===== src/rtl/uart_rx_deserializer.sv =====
// ----------------------------------------------------------------------------
// uart_rx_deserializer
//
// Serial front end of the UART receive path. The raw line is brought into the
// clock domain through a two-flop synchronizer. Every character is then
// sampled at the middle of each bit: start, 8 data bits (LSB first), parity
// and stop. The result is packed into the 11-bit frame word used by the
// downstream Receiver stage.
//
// Parameters:
//   CLKS_PER_BIT  system clocks per serial bit (must be >= 4)
//   PARITY_ODD    0 = even parity expected, 1 = odd parity expected
//
// Ports:
//   clk             system clock, rising edge
//   reset           asynchronous, active-low; clears all state while low
//   rxSerial        raw serial line, idle high, LSB-first data
//   informationBus  last frame {start, data[7:0], parity, stop};
//                   11'h7FF after reset (no frame received yet)
//   frameValid      one-cycle pulse in the cycle informationBus updates
//   parityError     parity mismatch on the last frame, held until next frame
//   framingError    stop sample was 0 on the last frame, held until next frame
//   busy            high from start detection until the return to IDLE
// ----------------------------------------------------------------------------
module uart_rx_deserializer #(
    parameter int CLKS_PER_BIT = 9600,
    parameter int PARITY_ODD   = 0
) (
    input  logic        clk,
    input  logic        reset,
    input  logic        rxSerial,
    output logic [10:0] informationBus,
    output logic        frameValid,
    output logic        parityError,
    output logic        framingError,
    output logic        busy
);

    localparam int CW = $clog2(CLKS_PER_BIT) + 1;

    // Terminal counts. The START state only waits half a bit so that every
    // later sample lands in the middle of its bit.
    localparam logic [CW-1:0] HALF_LAST = CW'(CLKS_PER_BIT / 2 - 1);
    localparam logic [CW-1:0] BIT_LAST  = CW'(CLKS_PER_BIT - 1);

    localparam logic PARITY_SENSE = (PARITY_ODD != 0);

    typedef enum logic [2:0] {
        IDLE,
        START,
        DATA,
        PARITY,
        STOP
    } rxState_t;

    rxState_t        state;
    rxState_t        stateNext;

    logic            syncMeta;
    logic            rxs;

    logic [CW-1:0]   counter;
    logic [CW-1:0]   counterNext;
    logic [2:0]      bitIdx;
    logic [2:0]      bitIdxNext;
    logic [7:0]      data;
    logic [7:0]      dataNext;
    logic            parityBit;
    logic            parityBitNext;
    logic            armed;
    logic            armedNext;

    logic [10:0]     busNext;
    logic            frameValidNext;
    logic            parityErrorNext;
    logic            framingErrorNext;
    logic            busyNext;

    logic            parityMismatch;

    // Two-flop synchronizer. Both stages reset high so that leaving reset
    // looks like an idle line rather than a start bit.
    always_ff @(posedge clk or negedge reset) begin
        if (!reset) begin
            syncMeta <= 1'b1;
            rxs      <= 1'b1;
        end else begin
            syncMeta <= rxSerial;
            rxs      <= syncMeta;
        end
    end

    // Combined parity of the assembled character and the received parity bit.
    // With even parity the total must be 0, with odd parity it must be 1, so
    // folding PARITY_SENSE in makes any nonzero result an error.
    always_comb begin
        parityMismatch = (^data) ^ parityBit ^ PARITY_SENSE;
    end

    // State and datapath registers. Everything here, including the output
    // frame word, returns to its idle value the moment reset goes low, which
    // also throws away any partially received character.
    always_ff @(posedge clk or negedge reset) begin
        if (!reset) begin
            state          <= IDLE;
            counter        <= '0;
            bitIdx         <= '0;
            data           <= '0;
            parityBit      <= 1'b0;
            armed          <= 1'b0;
            informationBus <= 11'h7FF;
            frameValid     <= 1'b0;
            parityError    <= 1'b0;
            framingError   <= 1'b0;
            busy           <= 1'b0;
        end else begin
            state          <= stateNext;
            counter        <= counterNext;
            bitIdx         <= bitIdxNext;
            data           <= dataNext;
            parityBit      <= parityBitNext;
            armed          <= armedNext;
            informationBus <= busNext;
            frameValid     <= frameValidNext;
            parityError    <= parityErrorNext;
            framingError   <= framingErrorNext;
            busy           <= busyNext;
        end
    end

    // Next-state and output logic.
    //
    // The armed flag is what keeps a held-low line (a break, or the tail of a
    // frame whose stop sample was 0) from being taken as a fresh start bit:
    // a start is only accepted after IDLE has seen the line high at least once.
    // Because the stop sample of a good frame is high, the first IDLE cycle
    // after it re-arms, so a start bit that follows immediately is accepted.
    always_comb begin
        stateNext        = state;
        counterNext      = counter;
        bitIdxNext       = bitIdx;
        dataNext         = data;
        parityBitNext    = parityBit;
        armedNext        = armed;
        busNext          = informationBus;
        frameValidNext   = 1'b0;
        parityErrorNext  = parityError;
        framingErrorNext = framingError;
        busyNext         = busy;

        case (state)
            IDLE: begin
                busyNext = 1'b0;
                if (rxs) begin
                    armedNext = 1'b1;
                end else if (armed) begin
                    stateNext   = START;
                    counterNext = '0;
                    armedNext   = 1'b0;
                    busyNext    = 1'b1;
                end
            end

            START: begin
                // A line that is high again at mid-start-bit was a glitch.
                if (counter == HALF_LAST) begin
                    counterNext = '0;
                    if (!rxs) begin
                        stateNext  = DATA;
                        bitIdxNext = '0;
                    end else begin
                        stateNext = IDLE;
                        busyNext  = 1'b0;
                    end
                end else begin
                    counterNext = counter + 1'b1;
                end
            end

            DATA: begin
                if (counter == BIT_LAST) begin
                    counterNext      = '0;
                    dataNext[bitIdx] = rxs;
                    bitIdxNext       = bitIdx + 1'b1;
                    if (bitIdx == 3'd7) begin
                        stateNext = PARITY;
                    end
                end else begin
                    counterNext = counter + 1'b1;
                end
            end

            PARITY: begin
                if (counter == BIT_LAST) begin
                    counterNext   = '0;
                    parityBitNext = rxs;
                    stateNext     = STOP;
                end else begin
                    counterNext = counter + 1'b1;
                end
            end

            STOP: begin
                // Frames with errors are still delivered; only the flags
                // tell the downstream stage something went wrong.
                if (counter == BIT_LAST) begin
                    counterNext      = '0;
                    busNext          = {1'b0, data, parityBit, rxs};
                    parityErrorNext  = parityMismatch;
                    framingErrorNext = ~rxs;
                    frameValidNext   = 1'b1;
                    stateNext        = IDLE;
                    busyNext         = 1'b0;
                end else begin
                    counterNext = counter + 1'b1;
                end
            end

            default: begin
                stateNext   = IDLE;
                counterNext = '0;
                busyNext    = 1'b0;
            end
        endcase
    end

endmodule


===== config.mk =====
export PLATFORM = sky130hd
export DESIGN_NAME = uart_rx_deserializer
export DESIGN_NICKNAME = d
export VERILOG_FILES = /design/src/rtl/uart_rx_deserializer.sv
export SDC_FILE = /design/constraint.sdc
export NUM_CORES = 1
export LEC_CHECK = 0
export CELL_PAD_IN_SITES_DETAIL_PLACEMENT = 0
export CELL_PAD_IN_SITES_GLOBAL_PLACEMENT = 1
export CORE_MARGIN = 3
export CORE_UTILIZATION = 35
export DETAILED_ROUTE_END_ITERATION = 12
export GPL_TIMING_DRIVEN = 0
export PLACE_DENSITY = 0.71
export SYNTH_ARGS = -nofsm -noshare
export SYNTH_HDL_FRONTEND = slang
export SYNTH_SLANG_ARGS = --single-unit

===== constraint.sdc =====
create_clock -name clk -period 4.22 [get_ports clk]
set_input_delay 0.844 -clock clk [delete_from_list [all_inputs] [get_ports clk]]
set_output_delay 0.844 -clock clk [all_outputs]
set_load 0.02 [all_outputs]

Yosys cells after proc, flatten, opt, wreduce, memory -nomap -nowiden --
Cells that the tools add are included.
Storage, ports and cells: register bits after elaboration 48, input bits 3, output and inout port bits 15, word-level logic and storage cells 79
Cells by class: $add $sub $neg 2, $lt $le $gt $ge 2, equality and inequality tests 16, muxes and demuxes 30, bitwise logic cells 3, reduce and logical (&&, ||, !) cells 13
Operators with widths (count):
- $mux W15 | 4
- $pmux W15 S3 | 1
- $mux W3 | 10
- $ne A2 B2 Y1 const B | 9
- $add A15 B1 Y15 const B | 1
- $eq A15 B13 Y1 const B | 1
- $eq A15 B14 Y1 const B | 1
- $pmux W3 S5 | 1
- $mux W1 | 9
- $bwmux W8 | 1
- $reduce_and A2 Y1 | 4
- $reduce_and A4 Y1 | 2
- $reduce_xor A8 Y1 | 1
- $reduce_and A7 Y1 | 1
- $eq A3 B2 Y1 const B | 2
- $eq A3 B3 Y1 const B | 2
- $pmux W3 S2 | 1
- $lt A3 B4 Y1 const B | 1
- $pmux W1 S4 | 1
- $add A3 B1 Y3 const B | 1
- $demux W1 S3 | 1
- $eq A3 B1 Y1 const B | 1
- $ge A3 B1 Y1 const B | 1
- $logic_not A3 Y1 | 1
- 7 further kinds | 8

Logic depth before layout (Yosys ltp) --
depth in word-level cells 5, mapped depth 8, mapped depth without buffers 6

Least setup slack after synthesis --
OpenSTA, ideal clock, no wires.
path type reg2reg, start register counter[0], end register data[1], library setup time 0.125 ns, arrival time 1.692 ns, data required time 4.095 ns, slack 2.403 ns, stages on the path, launching flop included 8, path buffers 1, clock period less this slack 1.817 ns, path through dfrtp_1 > ha_1 > and3_1 > and4_1 > buf_4 > nand3_2 > nor3_2 > mux2_2
On the way: longest elaborated chain between the ends 2
Ends and longest elaborated chain:
- from (decl) | RTL line 62 | logic [CW-1:0] counter;
- from (signal assigned) | RTL line 118 | counter <= counterNext;
- $eq A15 B14 Y1 | RTL line 181 | if (counter == BIT_LAST) begin
- $reduce_and A2 Y1 (no line)
- to (signal assigned) | RTL line 120 | data <= dataNext;
- to (decl) | RTL line 66 | logic [7:0] data;
Every way passes these cells. A chain may end at the register's enable or synchronous reset.

Worst setup path after layout --
start register informationBus[7], end output port informationBus[7]
RTL lines:
- from (decl) | RTL line 32 | output logic [10:0] informationBus,
- from (signal assigned) | RTL line 123 | informationBus <= busNext;
No word-level cell between the ends.

==> reports/results.md <==
| Parameter | Reported | Unit |
|:---|:---|:---|
| Total number of yosys warnings | 0 | - |
| Buffer and inverter count on the worst path | 1 | - |
| Type of the worst setup path | reg2out | - |
| Critical Path Start Type | flip-flop | - |
| Power density cells | 397 | nW/um^2 |
| Core footprint | 6830 | um^2 |
| Clk_lat worst skew | 0.30 | ns |
| Clk pin slew, worst setup/hold paths | 0.09 | ns |
| Leakage power | 1.27 | nW |
| Max-slew headroom at the worst pin | 66.7 | % |
| Worst flop-to-flop path startpoint | counter[0] | - |
| Count of buffers inserted at the top-level ports | 17 | - |
| Share of flip-flops with an asynchronous set or reset | 100 | % |
| Transition time at the pin with the least slew margin | 0.500 | ns |
| Number of rows in the core area | 30 | - |
| Worst Hold Depth | 0 | - |
| Cell depth of the worst setup path | 1 | - |
| Antenna-violating nets left | 0 | - |
| Highest-count cells in the layout ignoring fill and taps | 45 x nand2_1, 35 x dfrtp_1, 20 x o21ai_0 | - |
| Aggregate global-route resource usage | 12.9 | % |
| Routed vias | 1840 | - |
| Startpoint of the worst hold path | syncMeta | - |
| Depth of the most critical reg-to-reg path | 7 | - |
| Largest stage delay on the critical path | 0.60 | ns |
| CTS tree | built | - |
| Worst hold-check path type | reg2reg | - |
| Reg2reg end | data[2] | - |
| Hold slack | 0.360 | ns |
| Total DRC errors in the routed layout | 0 | - |
| Area overhead of the layout relative to synthesis | 16.9 | % |
| Antenna violations before repair | 0 | - |
| Final count of hold timing violations | 0 | - |
| Final Cycle Share | 54.1 | % |
| Critical path's top delay family | buffers and inverters | - |
| Die Y-Extent | 90.4 | um |
| First-pass GRT wire length | 8.69 | mm |
| Post-Syn Area per Cell | 10.2 | um^2 |
| Root buf cell | clkbuf_8 | - |
| Max-slew violations | 0 | - |
| Maximum number of pins on one net before global-route repair | 34 | - |
| Data required time at the worst endpoint | 3.38 | ns |
| Synth Cell Area | 2490 | um^2 |
| Hold Crit Endpoint | rxs | - |
| Max frequency | 0.438 | GHz |
| Fin Clk Skew | 0.00513 | ns |
| Max stage delay cell, worst path | clkdlybuf4s50_1 | - |
| Most common library cell in the layout ignoring fill and taps | nand2_1 | - |
| Capturing element type of the critical path | primary output | - |
| Cell area after layout | 2910 | um^2 |
| Routed wire length per instance | 13.3 | um |
| Data arrival, critical path | 1.44 | ns |
| Total setup violations reported at the end of the flow | 0 | - |
| Most frequently used flop master after synthesis | dfrtp_1 | - |
| Count of boundary I/O pins | 18 | - |
| Post-synth EDFFs | 0 | - |
| Detailed-routing iteration count for the pre-antenna-repair pass | 4 | - |
| Min Tclk post-route | 2.28 | ns |
| Weighted congestion at the end of routability-driven global placement | 0.774 | - |
| RSZ-0062 raised after global routing | no | - |
| Number of H-tree levels | 2 | - |
| Largest buffer count on any clock path | 2 | - |
| Number of global-route vias before repair | 1736 | - |
| CP Cell Sequence | clkdlybuf4s50_1 | - |
| Quantity of gates resized following cts | 0 | - |
| Drt via density | 5.03 | - |
| Crit Path Max Fanout | 2 | - |
| Fraction of final layout cells sized beyond drive strength 1 | 20.4 | % |
| Net count of the mapped netlist | 250 | - |
| Count of max-cap constraint violations | 0 | - |
| Starting density of the core | 36.5 | % |
| Remaining global-route overflow | 0 | - |
| Hold-fix buffer count after cts | 0 | - |
| Worst setup slack for register-to-register paths | 2.13 | ns |
| Drt total wl | 4.87 | mm |
| Total clock buffers created by CTS | 5 | - |
| Register bit count reported by yosys | 48 | - |
| Number of distinct standard cells referenced by the synthesized netlist | 52 | - |
| Sequential cell area fraction in the yosys report | 48.8 | % |
| Initial detailed-routing violation count | 79 | - |
| # clock sinks | 48 | - |
| Final HPWL from detailed placement | 3.50 | mm |
| Die area | 8170 | um^2 |
| Gate Count Post-Synth | 244 | - |
| Post-layout total power | 1.16 | mW |
| Chip width | 90.4 | um |
| Setup Buffers After CTS | 0 | - |
| Area after DPL | 2800 | um^2 |
| Final #Nets | 275 | - |
| Peak VDD IR | 0.179 | mV |
| Result of the run | finished, final reports clean | - |
| Ant diodes | 0 | - |
| Post-Route Setup TNS | 0 | ns |
==> flip-flops by register name (all words and copies together) (netlist names) <==
name,cells
counter,15
informationBus,11
data,8
bitIdx,3
state,3
armed,1
busy,1
frameValid,1
framingError,1
parityBit,1
parityError,1
rxs,1
syncMeta,1
==> per-stage QoR <==
stage               instances  setup WS [ns]  util, %
global route              366           1.89     42.7
global placement          357          0.878     40.7
CTS                       366           1.92     42.7
floorplan                 244           2.40        -
finish                    366           1.94     42.7
detailed placement        358           2.14     41.0
==> kinds of logic (layout without fill, tap and decap cells) <==
| kind of cell | count (synthesis) | count (layout) | share of synthesized area, % |
|---|---|---|---|
| XOR/XNOR | 11 | 11 | 3.87 |
| AND/OR/NAND/NOR | 103 | 103 | 23.0 |
| AO/OA/AOI/OAI | 52 | 52 | 14.5 |
| buffers and inverters | 18 | 44 | 4.22 |
| flip-flops | 48 | 48 | 48.8 |
| multiplexers | 9 | 9 | 4.07 |
| adder cells (fa/ha/maj) | 3 | 3 | 1.51 |
==> cell type report <==
class | instances | area [um^2]
clock inverter | 3 | 47.5
sequential | 48 | 1220
tap | 96 | 120
multi-input combinational | 178 | 1170
buffer | 13 | 86.3
inverter | 5 | 18.8
timing repair buffer | 18 | 185
clock buffer | 5 | 68.8
fill | 714 | 3920
==> worst max-delay path by stage <==
stage / slack (ns) / to / from
after floorplan: 2.40 / data[1] / counter[0]
after global placement: 0.88 / counter[1] / reset
after detailed placement: 2.14 / data[2] / counter[0]
after CTS: 1.92 / informationBus[7] / informationBus[7]
after global routing: 1.89 / informationBus[3] / informationBus[3]
final: 1.94 / informationBus[7] / informationBus[7]
==> cells in the mapped netlist, types with 3 or more instances <==
cell	instances	area, um^2
o21ai_0	20	100
nand2_1	45	169
mux2_2	9	101
nand3_1	5	25.0
a31oi_1	4	25.0
and2_1	5	31.3
and3_1	3	18.8
xor2_1	4	35.0
nand2b_1	4	25.0
a22o_1	3	26.3
buf_6	3	33.8
nor2_1	8	30.0
a21oi_1	5	25.0
or3_1	3	18.8
inv_1	5	18.8
and4_1	3	26.3
a21o_1	3	22.5
dfstp_2	13	342
nor3_1	5	25.0
o31ai_1	5	37.5
ha_1	3	37.5
buf_2	6	30.0
nand4_1	3	18.8
dfrtp_1	35	876
xnor2_1	7	61.3
==> layer usage <==
layer,up-vias,part of all wire (%),global-route usage [%]
met5,-,0,0
met4,0,1.3,4.21
met3,6,3.1,2.50
met2,26,43,18.7
met1,884,53,19.2
li1,924,-,-
==> power breakdown <==
group          total, mW  internal [mW]  switching, mW
clock network      0.343          0.179          0.164
logic              0.302          0.124          0.178
registers          0.512          0.490         0.0215
total               1.16          0.793          0.364
(Power assumes the default switching activity.)
